`src/rtl/uart_rx_frame.sv`:
```
// UART receiver: 8N1 frames sampled at mid-bit, one-entry holding register
// with read handshake, sticky framing-error and overrun flags.
module uart_rx_frame #(
   parameter int CLKS_PER_BIT = 16
) (
   input  logic       clk,
   input  logic       rst,
   input  logic       rx,
   input  logic       read,
   output logic [7:0] data_out,
   output logic       data_ready,
   output logic       frame_err,
   output logic       overrun,
   output logic       busy
);

   localparam int CW = $clog2(CLKS_PER_BIT);
   localparam logic [CW-1:0] C_HALF = CW'(CLKS_PER_BIT / 2 - 1);
   localparam logic [CW-1:0] C_LAST = CW'(CLKS_PER_BIT - 1);

   typedef enum logic [1:0] {
      S_IDLE,
      S_START,
      S_DATA,
      S_STOP
   } state_t;

   state_t        r_state;
   state_t        w_state_n;
   logic          r_rx_m;
   logic          r_rx_s;
   logic          r_rx_s_d;
   logic [CW-1:0] r_cnt;
   logic [CW-1:0] w_cnt_n;
   logic [2:0]    r_idx;
   logic [2:0]    w_idx_n;
   logic [7:0]    r_sr;
   logic [7:0]    w_sr_n;
   logic          r_wait_hi;
   logic          w_wait_hi_n;
   logic          w_good;
   logic          w_bad;
   logic [7:0]    r_data;
   logic          r_ready;
   logic          r_ferr;
   logic          r_ovr;

   always_ff @(posedge clk or posedge rst) begin
      if (rst) begin
         r_rx_m   <= 1'b1;
         r_rx_s   <= 1'b1;
         r_rx_s_d <= 1'b1;
      end else begin
         r_rx_m   <= rx;
         r_rx_s   <= r_rx_m;
         r_rx_s_d <= r_rx_s;
      end
   end

   always_ff @(posedge clk or posedge rst) begin
      if (rst) begin
         r_state   <= S_IDLE;
         r_cnt     <= '0;
         r_idx     <= '0;
         r_sr      <= '0;
         r_wait_hi <= 1'b0;
      end else begin
         r_state   <= w_state_n;
         r_cnt     <= w_cnt_n;
         r_idx     <= w_idx_n;
         r_sr      <= w_sr_n;
         r_wait_hi <= w_wait_hi_n;
      end
   end

   always_comb begin
      w_state_n   = r_state;
      w_cnt_n     = r_cnt + CW'(1);
      w_idx_n     = r_idx;
      w_sr_n      = r_sr;
      w_wait_hi_n = r_wait_hi;
      w_good      = 1'b0;
      w_bad       = 1'b0;
      unique case (r_state)
         S_IDLE: begin
            w_cnt_n = '0;
            // after a low stop bit, the line must go high before a new start
            if (r_wait_hi) begin
               if (r_rx_s) w_wait_hi_n = 1'b0;
            end else if (r_rx_s_d && !r_rx_s) begin
               w_state_n = S_START;
            end
         end
         S_START: begin
            if (r_cnt == C_HALF) begin
               w_cnt_n = '0;
               if (!r_rx_s) begin
                  w_state_n = S_DATA;
                  w_idx_n   = '0;
               end else begin
                  w_state_n = S_IDLE;
               end
            end
         end
         S_DATA: begin
            if (r_cnt == C_LAST) begin
               w_cnt_n = '0;
               w_sr_n  = {r_rx_s, r_sr[7:1]};
               if (r_idx == 3'd7) w_state_n = S_STOP;
               else               w_idx_n   = r_idx + 3'd1;
            end
         end
         S_STOP: begin
            if (r_cnt == C_LAST) begin
               w_cnt_n   = '0;
               w_state_n = S_IDLE;
               if (r_rx_s) begin
                  w_good = 1'b1;
               end else begin
                  w_bad       = 1'b1;
                  w_wait_hi_n = 1'b1;
               end
            end
         end
         default: w_state_n = S_IDLE;
      endcase
   end

   always_ff @(posedge clk or posedge rst) begin
      if (rst) begin
         r_data  <= '0;
         r_ready <= 1'b0;
         r_ferr  <= 1'b0;
         r_ovr   <= 1'b0;
      end else begin
         if (read) begin
            r_ready <= 1'b0;
            r_ferr  <= 1'b0;
            r_ovr   <= 1'b0;
         end
         if (w_bad) r_ferr <= 1'b1;
         // a new byte completing alongside read wins over the clear
         if (w_good) begin
            r_data  <= r_sr;
            r_ready <= 1'b1;
            if (r_ready && !read) r_ovr <= 1'b1;
         end
      end
   end

   assign data_out   = r_data;
   assign data_ready = r_ready;
   assign frame_err  = r_ferr;
   assign overrun    = r_ovr;
   assign busy       = (r_state != S_IDLE);

endmodule

```
`config.mk`:
```
export PLATFORM = sky130hd
export DESIGN_NAME = uart_rx_frame
export DESIGN_NICKNAME = d
export VERILOG_FILES = /design/src/rtl/uart_rx_frame.sv
export SDC_FILE = /design/constraint.sdc
export NUM_CORES = 1
export LEC_CHECK = 0
export CORE_ASPECT_RATIO = 1.25
export CORE_UTILIZATION = 30
export CTS_BUF_LIST = sky130_fd_sc_hd__clkbuf_8
export CTS_CLUSTER_SIZE = 40
export DETAILED_ROUTE_END_ITERATION = 6
export PLACE_DENSITY = 0.47
export SYNTH_ARGS = -nofsm -noshare
export SYNTH_HDL_FRONTEND = slang
export SYNTH_SLANG_ARGS = --single-unit
```
`constraint.sdc`:
```
create_clock -name clk -period 1.67 [get_ports clk]
set_input_delay 0.501 -clock clk [delete_from_list [all_inputs] [get_ports clk]]
set_output_delay 0.501 -clock clk [all_outputs]
set_load 0.05 [all_outputs]
```
==> results of run 1 <==
## worst paths after layout
check | startpoint | end | slack, ns | depth (start not counted)
worst max-delay path | flop | busy | 0.08 | 3
worst min-delay path | r_rx_m$_DFF_PP1_ | r_rx_s$_DFF_PP1_ | 0.36 | 0
worst max register to register | r_cnt[0]$_DFF_PP0_ | r_idx[1]$_DFFE_PP0P_ | 0.09 | 4
worst min register to register | r_rx_m$_DFF_PP1_ | r_rx_s$_DFF_PP1_ | 0.36 | 0
max in group asynchronous | rst | r_rx_s_d$_DFF_PP1_ | 0.88 | 3
min in group asynchronous | rst | r_idx[0]$_DFFE_PP0P_ | 0.54 | 3
## power groups by stage
stage | clock [mW] | combinational [mW] | sequential (mW)
floorplan | 0 | 0.490 | 0.930
global placement | 0 | 0.553 | 1.01
detailed placement | 0 | 0.558 | 1.01
CTS | 0.652 | 0.566 | 1.00
global route | 0.682 | 0.742 | 1.00
finish | 0.630 | 0.670 | 0.990
## registers in the layout, indices dropped and copies added, names as in the netlist, named ones only
| signal | count |
|---|---|
| data_out | 8 |
| r_sr | 8 |
| r_cnt | 4 |
| r_idx | 3 |
| data_ready | 1 |
| frame_err | 1 |
| overrun | 1 |
| r_rx_m | 1 |
| r_rx_s | 1 |
| r_rx_s_d | 1 |
| r_state | 1 |
| r_wait_hi | 1 |
## routing by layer
metal | vias to the layer above | wire length [um] | share of wire (%) | global-route usage [%]
li1 | 434 | - | - | -
met1 | 461 | 1300 | 45 | 15.4
met2 | 13 | 1410 | 49 | 20.5
met3 | 5 | 96 | 3.4 | 4.12
met4 | 0 | 60 | 2.1 | 6.00
met5 | - | 0 | 0 | 0
## repair_timing
item | 4_1_cts | 5_1_grt
endpoints found under the setup margin | 1 | 3
pin swaps | 0 | 1
buffers inserted | 0 | 5
gates resized for setup | 2 | 2
## cell usage after synthesis, types with 2 or more instances
cell	instances	area, sq um
a21oi_1	5	25.0
a31oi_1	2	12.5
and3_1	3	18.8
buf_6	3	33.8
dfrtp_1	29	726
dfstp_2	3	78.8
ha_1	3	37.5
inv_1	6	22.5
mux2_1	2	22.5
mux2_2	8	90.1
mux2_4	8	120
mux2i_1	2	20.0
nand2_1	5	18.8
nand2b_1	2	12.5
nor2_1	2	7.51
o21ai_0	2	10.0
o22ai_1	2	12.5
## logic make-up after synthesis
family | count (synthesis) | synth area share [%]
adders and majority gates | 3 | 2.56
DFF | 32 | 55.0
AOI/OAI and AO/OA | 18 | 8.63
buffers and inverters | 11 | 5.73
muxes | 20 | 17.3
xor gates and xnor gates | 1 | 0.598
and+or+nand+nor | 23 | 10.3
## area by class of cell
type                       instances  area, sq um
clock buffer                       6         82.6
clock inverter                     2         15.0
fill                             468         2780
inverter                           6         22.5
multi-input combinational         65          583
sequential                        32          806
tap                               60         75.1
timing repair buffer              26          365
## critical path, stage by stage (launching register included)
cell	delay, ns
dfrtp_1	0.43
inv_2	0.13
nand2_2	0.09
buf_12	0.16
## stage by stage
step	cell area (sq um)	cells
detailed placement	1810	184
floorplan	1460	108
global placement	1810	184
CTS	1900	192
global route	1950	197
finish	1950	197
==> flow_summary.ini, run 1 <==
[power]
swShare_pct = 32.6
irDropWorstVdd_mv = 0.690
pwr-share-clk_pct = 27.5
power.internal_mw = 1.54
p_seq_share_pct = 43.2
combPwrFrac_pct = 29.2
cellPowerDensity_mw_per_mm2 = 1170
p_leak_nw = 0.920
power_mw = 2.29
power.switching_uw = 746

[worst_hold_path]
min_path_type = flop to flop

[global_route]
grt_max_degree = 33
antenna_found_initial = 0
grt_pass1_wl_mm = 4.90
grt_pass1_vias = 961
track_usage_pct = 12.8
grt.overflow.total = 0

[routing]
via_per_inst = 4.63
routed_wl_mm = 2.86
ant_nets = 0
drc = 0
vias = 913
wl_per_cell_um = 14.5
drt-initial-drc-count = 36
dr.pass1.iters = 4

[place]
gp_congestion = 0.740
dp_slack_ns = 0.0639
hpwlAfterDp_mm = 1.96
portBuffers = 15

[setup_path]
end_kind = primary output
cp.arrival_ns = 1.09
critPathMaxFanout = 5
cp-start-kind = flop
cp.required_ns = 1.17
path_class = flop to primary output

[logic_synthesis]
syn-mean-instance-area_sq_um = 13.6
yosys_warnings = 0
synth-main-ff-cell = dfrtp_1
ys_async_sr_fraction_pct = 100
synth-seq-cells = 32
ys_types = 38
synth_edf_count = 0
netlist_area_sq_mm = 0.00146
syn-num-nets = 115
synthCells = 108
ys_seq_area_share_pct = 55.0

[timing]
slew_headroom_pct = 80.8
finalClockSkew_ns = 0.0104
slew_violations = 0
fin_crit_sh_pct = 95.4
setup_viol_count_final = 0
max_freq_ghz = 0.628
setup_tns_ns = 0
hold_viol = 0
min_period_ns = 1.59
timing.hold.ws_ns = 0.358
max_slew.worst_pin.slew_ns = 0.285
rsz0062_at_grt = false
setup_ws_ns = 0.0769

[die]
rows = 28
io_pins = 16
die_w_um = 64.5
start_util_pct = 31.0
dieArea_sq_mm = 0.00516
dieHeight_um = 80.1
design.core.area_sq_mm = 0.00473

[cells_and_area]
final_common_cell = dfrtp_1
num_antenna_cells = 0
utilization_pct = 41.2
nNetsFinal = 143
final_cell_mix = 28 x dfrtp_1, 13 x buf_12, 10 x buf_4
drive_gt1_share_pct = 43.8
area_delta_synth_final_pct = 33.2

[flow_run]
maxCapViolCount = 0

[clock_network]
cts_buffers = 5
cts.root.buffer_cell = clkbuf_8
clkSinkCount = 32
cts_tree = built
hold_buffers = 0
htree_levels = 2
clockBufferDepth = 2
path_clk_slew_ns = 0.07
worstSkewPairLatency_ns = 0.29

[outcome]
run_status = complete, no violations
Note: power is estimated with default switching activity, not from simulation.
==> run 2: changes to the inputs <==
--- a/config.mk
+++ b/config.mk
@@ -10,7 +10,9 @@
 export CTS_BUF_LIST = sky130_fd_sc_hd__clkbuf_8
 export CTS_CLUSTER_SIZE = 40
 export DETAILED_ROUTE_END_ITERATION = 6
+export GPL_ROUTABILITY_DRIVEN = 0
 export PLACE_DENSITY = 0.47
+export SETUP_SLACK_MARGIN = 0.1
 export SYNTH_ARGS = -nofsm -noshare
 export SYNTH_HDL_FRONTEND = slang
 export SYNTH_SLANG_ARGS = --single-unit
==> run 2 against run 1 <==
Effect of this change: critical path depth up 1; worst hold slack worse by 0.0021 ns; combinational power up 5.8%; routed wire length up 5.8%; setup slack better by 0.015 ns; utilization up 1.1 points; non-clock buffer count unchanged; cell area up 2.6%; global-route usage up 0.20 points; highest routed layer unchanged.
==> flow_summary.ini, run 2 (synthesis results as in run 1) <==
[outcome]
run_status = complete, no violations

[worst_hold_path]
hold_depth = 0
min_path_type = flop to flop
min_from = r_rx_m$_DFF_PP1_
worstHoldEndpoint = r_rx_s$_DFF_PP1_

[setup_path]
startpoint = r_cnt[0]$_DFF_PP0_
critPathMaxFanout = 5
r2r_end = r_idx[1]$_DFFE_PP0P_
cp.required_ns = 1.84
end_kind = flop
cp.arrival_ns = 1.75
r2r-start = r_cnt[0]$_DFF_PP0_
cp-start-kind = flop
r2r_setup_slack_ns = 0.09
reg2regPathDepth = 4
path_class = flop to flop

[die]
dieArea_sq_mm = 0.00516
start_util_pct = 31.0
design.core.area_sq_mm = 0.00473
dieHeight_um = 80.1
die_w_um = 64.5
io_pins = 16
rows = 28

[timing]
hold_viol = 0
slew_headroom_pct = 80.6
finalClockSkew_ns = 0.00466
rsz0062_at_grt = true
setup_ws_ns = 0.0915
fin_crit_sh_pct = 94.5
max_slew.worst_pin.slew_ns = 0.288
setup_viol_count_final = 0
max_freq_ghz = 0.633
setup_tns_ns = 0
min_period_ns = 1.58
slew_violations = 0

[routing]
wl_per_cell_um = 15.3
vias = 937
ant_nets = 0
dr.pass1.iters = 4
routed_wl_mm = 3.03
drc = 0
via_per_inst = 4.73
drt-initial-drc-count = 35

[clock_network]
clkSinkCount = 32
hold_buffers = 0
cts_buffers = 5
cts.root.buffer_cell = clkbuf_8
worstSkewPairLatency_ns = 0.28
htree_levels = 2
cts_tree = built
clockBufferDepth = 2
path_clk_slew_ns = 0.07

[cells_and_area]
final_cell_mix = 27 x dfrtp_1, 13 x buf_12, 10 x mux2_4, 10 x buf_4, 8 x mux2_2
drive_gt1_share_pct = 46.4
num_antenna_cells = 0
seq_area_sq_um = 807
area_delta_synth_final_pct = 36.7
nNetsFinal = 144
multi_input_area_sq_um = 631
final_common_cell = dfrtp_1
num-fill-cells = 458

[flow_run]
maxCapViolCount = 0

[global_route]
grt.overflow.total = 0
track_usage_pct = 13.0
top_usage_layer = met2
antenna_found_initial = 0
grt_max_degree = 33
grtUsageMet1_pct = 16.1
grt_pass1_vias = 976
met3_usage_pct = 3.55
grt_pass1_wl_mm = 4.92
use_met2_pct = 20.2

[place]
portBuffers = 15
hpwlAfterDp_mm = 1.88
dp_slack_ns = 0.0657

[power]
irDropWorstVdd_mv = 0.634
p_leak_nw = 0.941
cellPowerDensity_mw_per_mm2 = 1170
run 2: changes by cell type in the layout (fill, tap and decap cells not counted), sizes merged:
cell / change
inv: +1
clkinvlp: -2
and2: +1
clkbuf: +1
run 2: report_power, final:
part / leakage, nW / internal (mW) / switching, mW
logic: 0.468 / 0.351 / 0.358
clock network: 0.0557 / 0.370 / 0.273
registers: 0.417 / 0.872 / 0.117
run 2: worst max-delay path by stage:
stage,end,slack [ns]
floorplan,r_idx[1]$_DFFE_PP0P_,0.16
global placement,r_idx[2]$_DFFE_PP0P_,0.1
detailed placement,r_idx[2]$_DFFE_PP0P_,0.07
CTS,busy,0.08
global route,r_idx[1]$_DFFE_PP0P_,0.01
finish,r_idx[1]$_DFFE_PP0P_,0.09
run 2: cell type report:
cell class	count	share of cell area [%]
clock buffer	7	4.82
clock inverter	1	0.188
inverter	6	1.13
multi-input combinational	66	31.5
sequential	32	40.3
tap	60	3.75
timing repair buffer	26	18.3
run 2: per-stage QoR:
step	util [%]	total power [mW]	cell area (sq um)	instances	hold WS, ns
2_1_floorplan	-	1.42	1470	108	0.345
3_3_place_gp	37.9	1.54	1790	182	0.347
3_5_place_dp	37.9	1.55	1790	182	0.348
4_1_cts	41.0	2.30	1940	194	0.358
5_1_grt	42.3	2.47	2000	198	0.364
6_report	42.3	2.34	2000	198	0.356
run 2: timing repair:
action                                  4_1_cts  5_1_grt
gates resized for setup                       4        7
setup buffers                                 3        4
cloned                                        1        0
endpoints found under the setup margin       11       11
pin swaps                                     2        4
endpoints found under the hold margin         0        0
run 2: critical path, cell delays in order (launching register included):
cell and delay, ns:
dfrtp_1 0.42, ha_4 0.20, and4b_1 0.20, a32oi_2 0.32, mux2_4 0.33
run 2: routing by layer:
layer  part of all wire (%)  wire length (um)  vias to the layer above
met5                      0                 0                        -
met1                     44              1320                      479
met4                    2.0                60                        0
li1                       -                 -                      439
met3                    2.8                86                        5
met2                     52              1560                       14
